==> src/rtl/muldiv_hilo.sv <==
// rtl/muldiv_hilo.sv - iterative 32-cycle multiply/divide unit with HI/LO registers
// Optional unsigned multu/divu path enabled by defining MULDIV_UNSIGNED_EN.
module muldiv_hilo #(
  parameter int WIDTH = 32
) (
  input  logic             clk,
  input  logic             rst_n,
  input  logic             start,
  input  logic [2:0]       op,
  input  logic [WIDTH-1:0] x,
  input  logic [WIDTH-1:0] y,
  input  logic             flush,
  output logic             busy,
  output logic             done,
  output logic [WIDTH-1:0] hi,
  output logic [WIDTH-1:0] lo
);

  localparam int W   = WIDTH;
  localparam int CW  = $clog2(WIDTH);

  typedef enum logic [1:0] {IDLE, RUN, FIX} state_t;

  state_t         state, state_next;
  logic [CW-1:0]  cnt;
  logic [2*W-1:0] acc;
  logic [W-1:0]   opnd;
  logic           is_div, div0, neg_q, neg_r;

  logic           md_op, div_op, sgn_op, accept, idle_req;
  logic [W-1:0]   x_mag, y_mag;
  logic [W:0]     mul_sum, div_trial;
  logic [W-1:0]   div_diff;
  logic           div_ge;
  logic [2*W-1:0] mul_next, div_next, prod;
  logic [W-1:0]   quo, rem, fix_hi, fix_lo;

  always_comb begin
    md_op  = 1'b0;
    div_op = 1'b0;
    sgn_op = 1'b0;
    case (op)
      3'd1: begin md_op = 1'b1; sgn_op = 1'b1; end
      3'd2: begin md_op = 1'b1; div_op = 1'b1; sgn_op = 1'b1; end
`ifdef MULDIV_UNSIGNED_EN
      3'd3: md_op = 1'b1;
      3'd4: begin md_op = 1'b1; div_op = 1'b1; end
`endif
      default: ;
    endcase
  end

  assign idle_req = start && !flush && (state == IDLE);
  assign accept   = idle_req && md_op;
  assign x_mag    = (sgn_op && x[W-1]) ? -x : x;
  assign y_mag    = (sgn_op && y[W-1]) ? -y : y;

  // Multiply: right-shift shift-add, multiplier starts in acc low half.
  assign mul_sum  = {1'b0, acc[2*W-1:W]} + (acc[0] ? {1'b0, opnd} : '0);
  assign mul_next = {mul_sum, acc[W-1:1]};

  // Divide: restoring, remainder in acc high half, dividend/quotient in low half.
  assign div_trial = acc[2*W-1:W-1];
  assign div_ge    = div_trial >= {1'b0, opnd};
  assign div_diff  = div_trial[W-1:0] - opnd;
  assign div_next  = {div_ge ? div_diff : div_trial[W-1:0], acc[W-2:0], div_ge};

  assign prod   = neg_q ? -acc : acc;
  assign quo    = div0 ? '1 : (neg_q ? -acc[W-1:0] : acc[W-1:0]);
  assign rem    = neg_r ? -acc[2*W-1:W] : acc[2*W-1:W];
  assign fix_hi = is_div ? rem : prod[2*W-1:W];
  assign fix_lo = is_div ? quo : prod[W-1:0];

  assign busy = (state != IDLE);

  always_comb begin
    state_next = state;
    case (state)
      IDLE: if (accept) state_next = RUN;
      RUN:  if (flush) state_next = IDLE;
            else if (cnt == CW'(W-1)) state_next = FIX;
      FIX:  state_next = IDLE;
      default: state_next = IDLE;
    endcase
  end

  always_ff @(posedge clk or negedge rst_n) begin
    if (!rst_n) state <= IDLE;
    else        state <= state_next;
  end

  always_ff @(posedge clk or negedge rst_n) begin
    if (!rst_n) begin
      cnt    <= '0;
      acc    <= '0;
      opnd   <= '0;
      is_div <= 1'b0;
      div0   <= 1'b0;
      neg_q  <= 1'b0;
      neg_r  <= 1'b0;
      done   <= 1'b0;
      hi     <= '0;
      lo     <= '0;
    end else begin
      done <= (state == FIX) && !flush;
      if (accept) begin
        cnt    <= '0;
        is_div <= div_op;
        div0   <= (y == '0);
        neg_q  <= sgn_op && (x[W-1] ^ y[W-1]);
        neg_r  <= sgn_op && x[W-1];
        acc    <= {{W{1'b0}}, div_op ? x_mag : y_mag};
        opnd   <= div_op ? y_mag : x_mag;
      end else if (state == RUN && !flush) begin
        cnt <= cnt + 1'b1;
        acc <= is_div ? div_next : mul_next;
      end
      if (state == FIX && !flush) begin
        hi <= fix_hi;
        lo <= fix_lo;
      end
      if (idle_req && op == 3'd5) hi <= x;
      if (idle_req && op == 3'd6) lo <= x;
    end
  end

endmodule
==> config.mk <==
export PLATFORM = sky130hd
export DESIGN_NAME = muldiv_hilo
export DESIGN_NICKNAME = d
export VERILOG_FILES = /design/src/rtl/muldiv_hilo.sv
export SDC_FILE = /design/constraint.sdc
export NUM_CORES = 1
export LEC_CHECK = 0
export CORE_MARGIN = 8
export CORE_UTILIZATION = 25
export DETAILED_ROUTE_END_ITERATION = 10
export GPL_ROUTABILITY_DRIVEN = 0
export SLEW_MARGIN = 0
export SYNTH_ARGS = -nofsm -noshare
export SYNTH_HDL_FRONTEND = slang
export SYNTH_SLANG_ARGS = --single-unit
==> constraint.sdc <==
create_clock -name clk -period 3.8 [get_ports clk]
set_input_delay 0.95 -clock clk [delete_from_list [all_inputs] [get_ports clk]]
set_output_delay 0.95 -clock clk [all_outputs]
set_load 0.005 [all_outputs]
# Yosys cells after proc, flatten, opt, wreduce, memory -nomap -nowiden
# Cells that the tools add are included.
# word_totals
reg_bits	172
in_bits	71
output_inout_bits	66
word_cells	76
# classes
addsub	8
order_cmp	1
n_eq_ne	9
mux	27
n_bitwise	1
reduce_logical	19
# op_table
op	n
$mux 32	15
$mux 64	4
$neg 32->32	4
$neg 64->64	1
$add 32x32->33	1
$ge 33x32->1	1
$logic_not 32->1	1
$sub 32x32->32	1
$logic_and 1x1->1	10
$mux 5	2
$reduce_bool 2->1	4
$eq 3x3->1 const B	2
$mux 2	3
$add 5x1->5 const B	1
$eq 5x5->1 const B	1
$pmux 2 s2	1
$eq 3x1->1 const B	1
$eq 3x2->1 const B	1
$ne 3x3->1 const B	1
$eq 2x1->1 const B	1
$eq 2x2->1 const B	1
$logic_not 2->1	1
$mux 1	2
$ne 2x2->1 const B	1
other kinds (4)	4

# Logic depth before layout (Yosys ltp)
# Gate-level depths: netlist (run 1).
# depth
ltp_word	7
ltp_mapped	16
depth_no_buf	14

# Worst setup path after synthesis (run 1)
# Ideal clock, no wire load.
# synth_path
path_type	flip-flop to flip-flop
startpoint	register acc[0]
endpoint	register acc[63]
setup_ns	0.122
arrival_time_ns	3.501
required_time_ns	3.678
setup_slack_ns	0.177
stages_incl_launch_ff	15
path_buffers	1
synth_period_minus_slack_ns	3.623
cell_sequence	dfrtp_1 -> inv_1 -> clkbuf_1 -> nor2_1 -> ha_1 -> a211o_1 -> a2111oi_0 -> nor3_1 -> a221o_1 -> a31oi_1 -> o22ai_1 -> o21ai_1 -> o21ai_0 -> a211o_1 -> a32o_1
# synth_via
elab_chain_len	5
# synth_lines
item	line_no	rtl
start, declared	26	logic [2*W-1:0] acc;
start signal, assigned	112	acc <= {{W{1'b0}}, div_op ? x_mag : y_mag};
start signal, assigned	116	acc <= is_div ? div_next : mul_next;
$mux 32	59	assign mul_sum = {1'b0, acc[2*W-1:W]} + (acc[0] ? {1'b0, opnd} : '0);
$add 32x32->33	59	
$mux 64	116	
$mux 64	114	end else if (state == RUN && !flush) begin
$mux 64	106	if (accept) begin
# Every way passes these cells. The select of a mux whose other input is x is not followed.
# A chain may end at the register's enable or synchronous reset.

# Worst setup path in the final report (run 1)
# Same ends and word-level chain as after synthesis.

==> results of run 1 <==
layout make-up:
class / instances / area (sq um)
clock buffer: 17 / 425
clock inverter: 15 / 168
fill: 6195 / 39900
inverter: 60 / 225
multi-input combinational: 1506 / 9920
sequential: 172 / 4310
tap: 773 / 967
timing repair buffer: 330 / 2890
cells in the mapped netlist (all sizes together) (44+ instances only):
cell type  instances  area (sq um)
a22oi             44           330
mux2i             48           480
nand2            200           751
xor2              75           657
inv               60           225
o21ai            131           667
dfrtp            172          4300
ha                70           876
xnor2            102           893
nor2             183           694
clkbuf           100           375
a21oi            162           826
logic make-up (layout without fill, tap and decap cells):
family | after synthesis | after routing
compound gates | 609 | 609
simple gates | 595 | 595
xor+xnor | 177 | 177
buf+inv | 175 | 422
flops | 172 | 172
fa+ha+maj | 72 | 72
mux | 53 | 53
registers in the layout, summed over array words and instances, names as in the netlist, 2 cells and up:
register / flops
state: 2
cnt: 5
lo: 32
opnd: 32
acc: 64
hi: 32
metal layers:
metal	wire (um)	global-route usage (%)	vias to the layer above	share of wire [%]
li1	-	-	7286	-
met1	27400	24.3	7708	43
met3	6090	4.51	101	9.6
met4	2710	7.72	2	4.3
met2	26900	26.6	782	43
met5	13	0	-	0.021
per-stage QoR:
| stage | power [mW] | hold slack [ns] | area (sq um) | std cells |
|---|---|---|---|---|
| floorplan | 8.08 | 0.456 | 14800 | 1853 |
| global placement | 10.9 | 0.475 | 18300 | 2839 |
| detailed placement | 11.0 | 0.479 | 18300 | 2839 |
| CTS | 12.9 | 0.452 | 18900 | 2871 |
| global route | 13.9 | 0.466 | 18900 | 2873 |
| finish | 13.1 | 0.442 | 18900 | 2873 |
report_power, final:
group,switching (mW),internal [mW]
sequential,0.616,2.32
clock,0.918,0.943
combinational,4.68,3.62
total,6.22,6.88
repair_timing:
item | in CTS | in global routing
resized for setup | 2 | 8
endpoints found under the setup margin | 1 | 13
setup buffers | 0 | 2
pin swaps | 0 | 4
how the worst max path moves through the flow:
stage	start	endpoint	cells after the start
CTS	acc[0]	acc[63]	15
finish	acc[0]	acc[63]	15
global placement	x[4]	acc[27]	12
detailed placement	x[4]	acc[29]	13
floorplan	acc[0]	acc[63]	14
global route	acc[0]	acc[63]	15
==> metrics, run 1 <==
outcome=complete, no violations; clock skew=0.0147 ns; worst-path maximum fanout=13; multiplexer share of the synthesized area=between 3 and 4%; post-synthesis sequential area ratio=between 20 and 30%; compound-gate portion of the synthesized area=27.2%; setup TNS=0 ns; die width=~260 um; Primary FF master, synth=dfrtp_1; full die area=just under 0.07 sq mm; share of synthesized flip-flops with an asynchronous set or reset=100%; largest net degree at the start of global routing=63; clk_lat worst skew=between 0.4 and 0.5 ns; DP Wirelength=50200 um; layout cells sized above 1=13.3%; cell family with most CP delay=compound AO/OA/AOI/OAI gates; dpl ws=-0.185 ns; Initial DRT Pass Iterations=9; drc violations=0; critical path launch point type=register; CP Class=reg -> reg; fin util=32.2%; Synth cell types=slightly below 80; antenna fix cells=0; Synth Cell Area=0.0148 sq mm; RSZ-0062 raised after global routing=yes; Congestion Overflow GR=0; # Max-Cap Violations=0; vias=15879; post-DR wirelength/cell=around 22 um; Reg-to-Reg End=acc[63]; Post-synth EDFFs=0; Final Cycle Share=97.2%; Max Fclk=0.271 GHz; first-pass GRT wire length=93700 um; routed vias/inst=5.53; First DRT Iteration DRCs=approximately 1700; Worst path slowest cell=dfrtp_1; total track usage=17.9%; largest family of logic cells by synthesized area=compound AO/OA/AOI/OAI gates; post-synthesis register bit count=roughly 170; synthesized area per cell=~8.0 sq um; Total Wirelength=63100 um; CTS Buf Count=17; Worst EP arrival=4.04 ns; Slew headroom=53.9%; fin crit period=3.69 ns; most frequent CP cell=a211o_1; commonest non-fill, non-tap cell in the layout=nand2_1; CTS Sinks=172; pwr/cell area=between 600 and 700 mW/mm^2; Req. time, crit path=slightly above 4 ns; most frequent cells in the layout=nand2_1, buf_4, nor2_1; setup violators final=0; CTS tree=done; CP peak stage delay=0.42 ns; post-route ant nets=0; Simple-Gate Fraction of Synth Area=19.0%; clock-pin slew on the worst setup and hold paths=0.08 ns; Worst-Margin Slew=0.672 ns; number of synthesis warnings=0; worst vdd ir=roughly 430 uV; CP Cell Sequence=inv_1, buf_12, nor2_1, ha_1, a211o_1, a2111oi_2, nor3_1, a221o_1, a31oi_2, buf_4, o22ai_1, o21ai_2, o21ai_1, a211o_1, a32o_1; nets@finish=2230; crit end category=register; WP buf/inv=3; io pins=137; vias in the first global route=roughly 15000; Area growth syn-to-layout=27.6%; Mapped Cells=1853; Clock Path Buffers=2; xor and xnor fraction of the mapped netlist area=10.5%; Hold/Removal Path Class=in -> async; port buffer count=around 140; Initial Util=25.2%; syn_nets=1996; leakage=7.91 nW; Hold Vio Cnt, Final=0; CORE AREA=around 0.06 sq mm; FF-to-FF path depth=15; Final Max Tran Viols=0; cts hold-fix bufs=0; adder-cell share of the synthesized area=6.18%; row cnt=89; Clock Root Buffer=clkbuf_16; Chip Height=roughly 260 um; initial antenna violation count=3; H-tree Lvls=4; RR Startpoint=acc[0]; R2R Setup Slk=0.11 ns; Worst Slack Setup Final=0.108 ns
Power figures use the tool's default switching activity.
==> run 2: changes to the inputs <==
- TNS_END_PERCENT: unset -> 20
==> metrics, run 2 (synthesized netlist as in run 1, its figures left out) <==
Clock Path Buffers=2 (unchanged); initial antenna violation count=3 (unchanged); Setup Buffers After CTS=0 (unchanged); vias=15856 (was 15879); CP Cell Sequence=inv_2, buf_12, nor2_1, ha_1, a211o_1, a2111oi_2, nor3_1, a221o_1, a31oi_1, buf_4, o22ai_1, o21ai_2, o21ai_1, a211o_1, a32o_1 (was inv_1, buf_12, nor2_1, ha_1, a211o_1, a2111oi_2, nor3_1, a221o_1, a31oi_2, buf_4, o22ai_1, o21ai_2, o21ai_1, a211o_1, a32o_1); most frequent CP cell=a211o_1 (unchanged); CTS tree=done (unchanged); DP Wirelength=50200 um (unchanged); port buffer count=136 (unchanged); Final Non-Filler Cells=2871 (was 2873); Reg-to-Reg End=acc[63] (unchanged); clock skew=0.0173 ns (was 0.0147 ns); Slew headroom=52.2% (was 53.9%); Area growth syn-to-layout=27.5% (was 27.6%); most frequent cells in the layout=nand2_1, buf_4, nor2_1 (unchanged); Hold Vio Cnt, Final=0 (unchanged); vias in the first global route=15013 (unchanged); CP Class=reg -> reg (unchanged); full die area=0.0673 sq mm (unchanged); placed cell area=0.0183 sq mm (unchanged); Initial DRT Pass Iterations=6 (was 9); Power Total=13.1 mW (about the same); total track usage=17.9% (unchanged); Worst EP arrival=4.00 ns (was 4.04 ns); FF-to-FF path depth=15 (unchanged); Clock Root Buffer=clkbuf_16 (unchanged); drc violations=0 (unchanged); CTS Buf Count=17 (unchanged); post-DR wirelength/cell=22.0 um (about the same); leakage=7.90 nW (was 7.91 nW); commonest non-fill, non-tap cell in the layout=nand2_1 (unchanged); Worst Setup EP=acc[63] (unchanged); setup violators final=0 (unchanged); Req. time, crit path=4.15 ns (about the same); # fillers=6197 (was 6195); layout cells sized above 1=13.3% (about the same); Int Pwr=6.88 mW (about the same); # placed instances=2839 (unchanged); CP peak stage delay=0.45 ns (was 0.42 ns); CORE AREA=0.0588 sq mm (unchanged); pwr/cell area=693 mW/mm^2 (about the same); # Max-Cap Violations=0 (unchanged); final instance area=0.0189 sq mm (about the same); clock-pin slew on the worst setup and hold paths=0.08 ns (about the same); fin util=32.1% (was 32.2%); worst vdd ir=425 uV (was 427 uV); Final Max Tran Viols=0 (unchanged); outcome=complete, no violations (unchanged); Comb pwr share=63.3% (was 63.4%); Chip Height=259 um (unchanged); power share of the sequential group=22.4% (about the same); die width=259 um (unchanged); Congestion Overflow GR=0 (unchanged); Most flops, register=acc (unchanged); routed vias/inst=5.52 (was 5.53); largest net degree at the start of global routing=63 (unchanged); Net Sw Power=6.22 mW (about the same); H-tree Lvls=4 (unchanged); crit end category=register (unchanged); critical path launch point type=register (unchanged); Max Fclk=0.274 GHz (was 0.271 GHz); clock network power share=14.2% (about the same); io pins=137 (unchanged); CTS Sinks=172 (unchanged); fin crit period=3.65 ns (was 3.69 ns); clk_lat worst skew=0.46 ns (about the same); R2R Setup Slk=0.15 ns (was 0.11 ns); post-route ant nets=0 (unchanged); antenna fix cells=0 (unchanged); RR Startpoint=acc[0] (unchanged); max reg flops=64 (unchanged); Worst path slowest cell=dfrtp_1 (unchanged); nets@finish=2228 (was 2230); cts hold-fix bufs=0 (unchanged); critical path startpoint=acc[0] (unchanged); Final Cycle Share=96.1% (was 97.2%); First DRT Iteration DRCs=1740 (was 1654); row cnt=89 (unchanged); worst-path maximum fanout=13 (unchanged); Initial Util=25.2% (unchanged); Sw Share=47.5% (about the same); RSZ-0062 raised after global routing=yes (unchanged); Total Wirelength=63000 um (was 63100 um); Hold/Removal Path Class=in -> async (unchanged); first-pass GRT wire length=93700 um (unchanged); Worst-Margin Slew=0.697 ns (was 0.672 ns)
-- run 2: routing by layer --
| layer | routed length (um) | track usage (%) |
|---|---|---|
| met5 | 13 | 0 |
| met1 | 27200 | 24.3 |
| met2 | 26700 | 26.6 |
| met4 | 2900 | 7.72 |
| met3 | 6190 | 4.51 |
-- run 2: how the worst min path moves through the flow --
stage,from,end,slack (ns),cells past startpoint
finish,rst_n,lo[27],0.45,1
global placement,opnd[2],opnd[2],0.47,2
CTS,rst_n,lo[25],0.45,1
global route,rst_n,acc[18],0.47,1
floorplan,opnd[10],opnd[10],0.46,2
detailed placement,opnd[3],opnd[3],0.48,2
-- run 2: area by class of cell --
class                   instances  area [sq um]  area share [%]
multi-input cells            1506          9920            52.5
flip-flops and latches        172          4310            22.8
repair buffers                328          2880            15.2
well taps                     773           967            5.12
clock buffers                  17           425            2.25
inverters                      60           225            1.19
clock inverters                15           168           0.887
-- run 2: power by group through the flow --
stage                     Combinational, mW  Sequential [mW]  Clock, mW
after floorplan                        5.28             2.80          0
final                                  8.29             2.94       1.86
after CTS                              8.12             2.91       1.87
after detailed placement               8.07             2.94          0
after global placement                 7.97             2.94          0
after global routing                   8.99             2.99       1.94
-- run 2: what timing repair did --
item                                    4_1_cts  5_1_grt
resized for setup                             2        9
pin swaps                                     0        4
endpoints found under the setup margin        1       13
-- run 2: critical path, delay by kind of cell (launching register included) --
kind,cells,cell delay [ns]
AO/OA/AOI/OAI,9,2.13
AND/OR/NAND/NOR,2,0.25
buffers and inverters,3,0.43
flip-flops,1,0.45
adder cells (fa/ha/maj),1,0.25
-- run 2: metrics by stage --
step,setup slack [ns],hold WS [ns],setup TNS [ns]
after CTS,0.0380,0.452,0
after floorplan,0.177,0.456,0
final,0.149,0.448,0
after global placement,-0.165,0.475,-1.15
after global routing,-0.0349,0.466,-0.0392
after detailed placement,-0.185,0.479,-1.48
==> edit 1: new RTL, settings of run 2 <==
Add a define of `MULDIV_UNSIGNED_EN`.
--- a/src/rtl/muldiv_hilo.sv
+++ b/src/rtl/muldiv_hilo.sv
@@ -1,5 +1,7 @@
 // rtl/muldiv_hilo.sv - iterative 32-cycle multiply/divide unit with HI/LO registers
 // Optional unsigned multu/divu path enabled by defining MULDIV_UNSIGNED_EN.
+`define MULDIV_UNSIGNED_EN
+
 module muldiv_hilo #(
   parameter int WIDTH = 32
 ) (
Check against the original RTL: not equivalent (Yosys sat finds a counterexample within 4 cycles, from zero or initial values and one cycle with rst_n low).
==> edit 1 against run 2 <==
  * Area after synthesis increased by 2.8%
  * Setup slack improved by 58 ps
  * Design area decreased by 0.74%
  * Worst hold slack improved by 36 ps
  * Core utilization decreased by 1.1 points
  * Clock skew decreased by 1.4 ps
  * Total power decreased by 2.5%
  * Wire length increased by 2.2%
  * Sequential cell count unchanged
  * Critical endpoint is now acc[60]
==> edit 1: results (changes against run 2) <==
The estimated wirelength of the detail-placed design is 50.4 mm (was 50.2 mm). The average wire per standard cell is 22.1 um (was 22.0 um). Most numerous cell types in the synthesized netlist: sky130_fd_sc_hd__nand2_1, sky130_fd_sc_hd__o21ai_0, sky130_fd_sc_hd__dfrtp_1, sky130_fd_sc_hd__nor2_1, sky130_fd_sc_hd__a21oi_1 (was sky130_fd_sc_hd__nand2_1, sky130_fd_sc_hd__nor2_1, sky130_fd_sc_hd__dfrtp_1, sky130_fd_sc_hd__a21oi_1, sky130_fd_sc_hd__o21ai_0). The cell at the slowest stage of the critical path is sky130_fd_sc_hd__or4_1 (was sky130_fd_sc_hd__dfrtp_1). Run status: finished, final reports clean (unchanged).

The number of non-clock inverters in the layout is 64 (was 60). The routed wire length on met3 is 6.30 mm (was 6.19 mm). The worst clock skew came out at 16.0 ps (was 17.3 ps). The global-route wire length before repair is 98.2 mm (was 93.7 mm). The relative area of clock buffers and inverters in the final design is 0.0328 (was 0.0314). The via-per-instance ratio is 5.68 (was 5.52). The multi-input combinational area share came out at 0.546 (was 0.525). The highest signal layer in the routed design is met4 (was met5). The worst setup slack for register-to-register paths is 210 ps (was 150 ps).

The total track usage came out at 0.179 (about the same). The share of the final layout cell area in sequential cells came to 0.230 (was 0.228). The arrival time at the worst endpoint came to 3950 ps (was 4000 ps). The initial antenna violation count came out at 1 (was 3). The count of cell types in the netlist is 67 (was 78). The static leakage power is 7.63 nW (was 7.90 nW). The mean post-synth cell area came out at 7.71 sq um (was 8.00 sq um). The number of nets in the layout was 2,268 (was 2,228). The detailed-routed wire length on met2 came out at 28.2 mm (was 26.7 mm). The number of global-route vias before repair is 15,700 (was 15,000). The count of clock-net buffers in the final layout came out at 18 (was 17). The transition time of the tightest slew-check pin came to 1030 ps (was 697 ps). Dominant cells by area after synthesis: sky130_fd_sc_hd__dfrtp_1, sky130_fd_sc_hd__o21ai_0, sky130_fd_sc_hd__ha_1 (was sky130_fd_sc_hd__dfrtp_1, sky130_fd_sc_hd__xnor2_1, sky130_fd_sc_hd__ha_1). The data-path buffer share of cell area in the final layout was 0.126 (was 0.152). The multi-input combinational cell count is 1,613 (was 1,506). The post-placement cell area is 0.0181 sq mm (was 0.0183 sq mm). The maximum number of pins on one net before global-route repair is 84 (was 63).

The first-iteration detailed-routing DRC count is 2,075 (was 1,740). The share of total power consumed by net switching is 0.499 (was 0.475). The met2 track demand over resource in global routing is 0.280 (was 0.266).
-- edit 1: changes by cell type after synthesis, sizes merged, moves of 15 or more --
cell    delta
nand3     +16
o21ai     +68
xnor2     -15
nand2     +28
nor4      +18
o32a      -16
a21oi     -25
o211ai    +36
-- edit 1: cells by family after synthesis --
family | share of synthesized area
muxes | 0.0297
DFF | 0.282
adders and majority gates | 0.0601
and+or+nand+nor | 0.207
xor gates and xnor gates | 0.0942
buffers and inverters | 0.0473
AOI/OAI and AO/OA | 0.279
-- edit 1: path summary, 6_finish.rpt --
| check | start | depth (start not counted) | end |
|---|---|---|---|
| min reg2reg | opnd[13] | 2 | opnd[13] |
| min in group clk | opnd[13] | 2 | opnd[13] |
| max in group asynchronous | rst_n | 2 | cnt[4] |
| max reg2reg | opnd[27] | 10 | acc[60] |
| max | opnd[27] | 10 | acc[60] |
| min | rst_n | 1 | lo[23] |
-- edit 1: power groups by stage --
stage	clock [mW]	combinational, mW	sequential [mW]
after detailed placement	0	7.54	3.15
after global routing	1.94	8.44	3.22
final	1.85	7.76	3.16
after floorplan	0	5.13	2.84
after CTS	1.87	7.58	3.12
after global placement	0	7.43	3.14
-- edit 1: worst reg2reg max path, delay by kind of cell, from the launching register on --
family          cells  cell delay [ps]
fa+ha+maj           1              450
simple gates        5             1790
compound gates      3              780
flops               1              370
buf+inv             1               90
-- edit 1: metrics by stage --
step | cells | worst slack (ps)
CTS | 2920 | 332
global placement | 2888 | 18.5
finish | 2920 | 206
floorplan | 1977 | 404
global route | 2920 | 56.7
detailed placement | 2888 | 91.3
==> edit 2: new RTL, settings of run 2 <==
Without the edit above. The output `done` loses its register stage (`done` becomes a continuous assignment).
--- a/src/rtl/muldiv_hilo.sv
+++ b/src/rtl/muldiv_hilo.sv
@@ -98,11 +98,9 @@
       div0   <= 1'b0;
       neg_q  <= 1'b0;
       neg_r  <= 1'b0;
-      done   <= 1'b0;
       hi     <= '0;
       lo     <= '0;
     end else begin
-      done <= (state == FIX) && !flush;
       if (accept) begin
         cnt    <= '0;
         is_div <= div_op;
@@ -124,4 +122,6 @@
     end
   end
 
+  assign done = (state == FIX) && !flush;
+
 endmodule
Formal check against the unedited RTL: same outputs for any inputs over 4 cycles, from zero or initial values and one cycle with rst_n low; that may be too few to reach the edited logic, so the function may still have changed.
==> edit 2 against run 2 <==
  * Clock power increased by 5%
  * Total power grew 0.29%
  * Area after synthesis shrank 0.17%
  * Critical path depth down 3
  * Setup slack got worse by 46 ps
  * Maximum frequency fell by 1.2%
  * Sequential cell count down 1
  * Core utilization fell by 0.094 points
  * Wire length decreased by 0.99%
  * Design area is 0.29% lower
  * Critical endpoint is now hi[28]
==> edit 2: results (changes against run 2) <==
The destination of the worst register-to-register timing path is hi[28] (was acc[63]). The maximum number of pins on one net before global-route repair came to 86 (was 63). The family with the most delay on the worst path is simple AND/OR/NAND/NOR gates (was compound AO/OA/AOI/OAI gates).

Dominant cells by area after synthesis: sky130_fd_sc_hd__dfrtp_1, sky130_fd_sc_hd__xnor2_1, sky130_fd_sc_hd__ha_1 (unchanged). The first-iteration detailed-routing DRC count is 1,675 (was 1,740). Most numerous cell types in the synthesized netlist: sky130_fd_sc_hd__nand2_1, sky130_fd_sc_hd__nor2_1, sky130_fd_sc_hd__dfrtp_1, sky130_fd_sc_hd__a21oi_1, sky130_fd_sc_hd__o21ai_0 (unchanged). The worst vdd rail ir drop came to 0.412 mV (was 0.425 mV).

The number of nets in the layout was 2,217 (was 2,228). The met1 usage came out at 0.249 (was 0.243). The fraction of met3 tracks used by global routing came out at 0.0359 (was 0.0451). The worst setup slack for register-to-register paths came out at 100 ps (was 150 ps). The share of synthesized cell area in full adder, half adder and majority cells was 0.0619 (was 0.0618). The sequential power was 2.90 mW (was 2.94 mW).

The initial antenna violation count came out at 4 (was 3). The static leakage power was 7.85 nW (was 7.90 nW). The post-placement setup slack is -200 ps (was -185 ps). The number of iterations in the first detailed-routing pass is 10 (was 6). The wire length reported by the detailed router came out at 62.4 mm (was 63.0 mm).

The number of vias in the routed layout came out at 15,700 (was 15,900). The sum of routed wire segments on met1 is 27.7 mm (was 27.2 mm). The count of placed standard cells including taps came to 2,828 (was 2,839).

The cell at the slowest stage of the critical path is sky130_fd_sc_hd__or4_4 (was sky130_fd_sc_hd__dfrtp_1). The via-per-instance ratio came to 5.48 (was 5.52). The worst hold-check path type is flop to flop (was primary input to async pin). Run status: finished, final reports clean (unchanged).

The number of global-route vias before repair came out at 15,100 (was 15,000). The global-route wire length before repair came to 94.0 mm (was 93.7 mm). The routed wire length on met3 came to 5.33 mm (was 6.19 mm). The estimated wirelength of the detail-placed design came out at 49.2 mm (was 50.2 mm).

The fraction of synthesized cell area in xor and xnor cells was 0.105 (about the same). The met2 track demand over resource in global routing came out at 0.268 (was 0.266). The largest fanout on the critical path came out at 5 (was 13). The combinational power came to 8.28 mW (was 8.29 mW). The share of final-layout standard cells stronger than drive strength 1 is 0.129 (was 0.133). The worst clock skew was 11.5 ps (was 17.3 ps). The highest cell delay on the worst timing path came out at 560 ps (was 450 ps). The share of cell area taken by muxes after synthesis is 0.0363 (was 0.0362). The total track usage came to 0.179 (about the same). The final clock period utilization by the worst path came out at 0.973 (was 0.961).
==> edit 2: changes by cell type after synthesis, sizes merged <==
cell / delta
dfrtp: -1
==> edit 2: how the worst min path moves through the flow <==
stage               slack [ps]  depth (start not counted)  endpoint
global placement           480                          2   opnd[3]
CTS                        500                          2   opnd[3]
floorplan                  460                          2  opnd[10]
detailed placement         480                          2   opnd[2]
global route               520                          2  opnd[19]
finish                     490                          2   opnd[3]
==> edit 2: stage by stage <==
stage               setup TNS (ps)  hold WS [ps]
floorplan                        0           456
global placement             -1500           477
detailed placement           -2230           480
CTS                              0           501
global route                 -60.7           522
finish                           0           493
==> edit 2: repair_timing <==
item / 4_1_cts / 5_1_grt
gates resized for setup: 3 / 10
pin swaps: 0 / 2
setup endpoints to repair: 3 / 21
==> edit 2: cell type report <==
cell class	count	area [sq um]
clock buffers	17	425
well taps	773	967
inverters	60	225
multi-input cells	1506	9930
diodes	1	2.50
repair buffers	318	2800
fillers	6222	40000
clock inverters	15	200
flip-flops and latches	171	4280
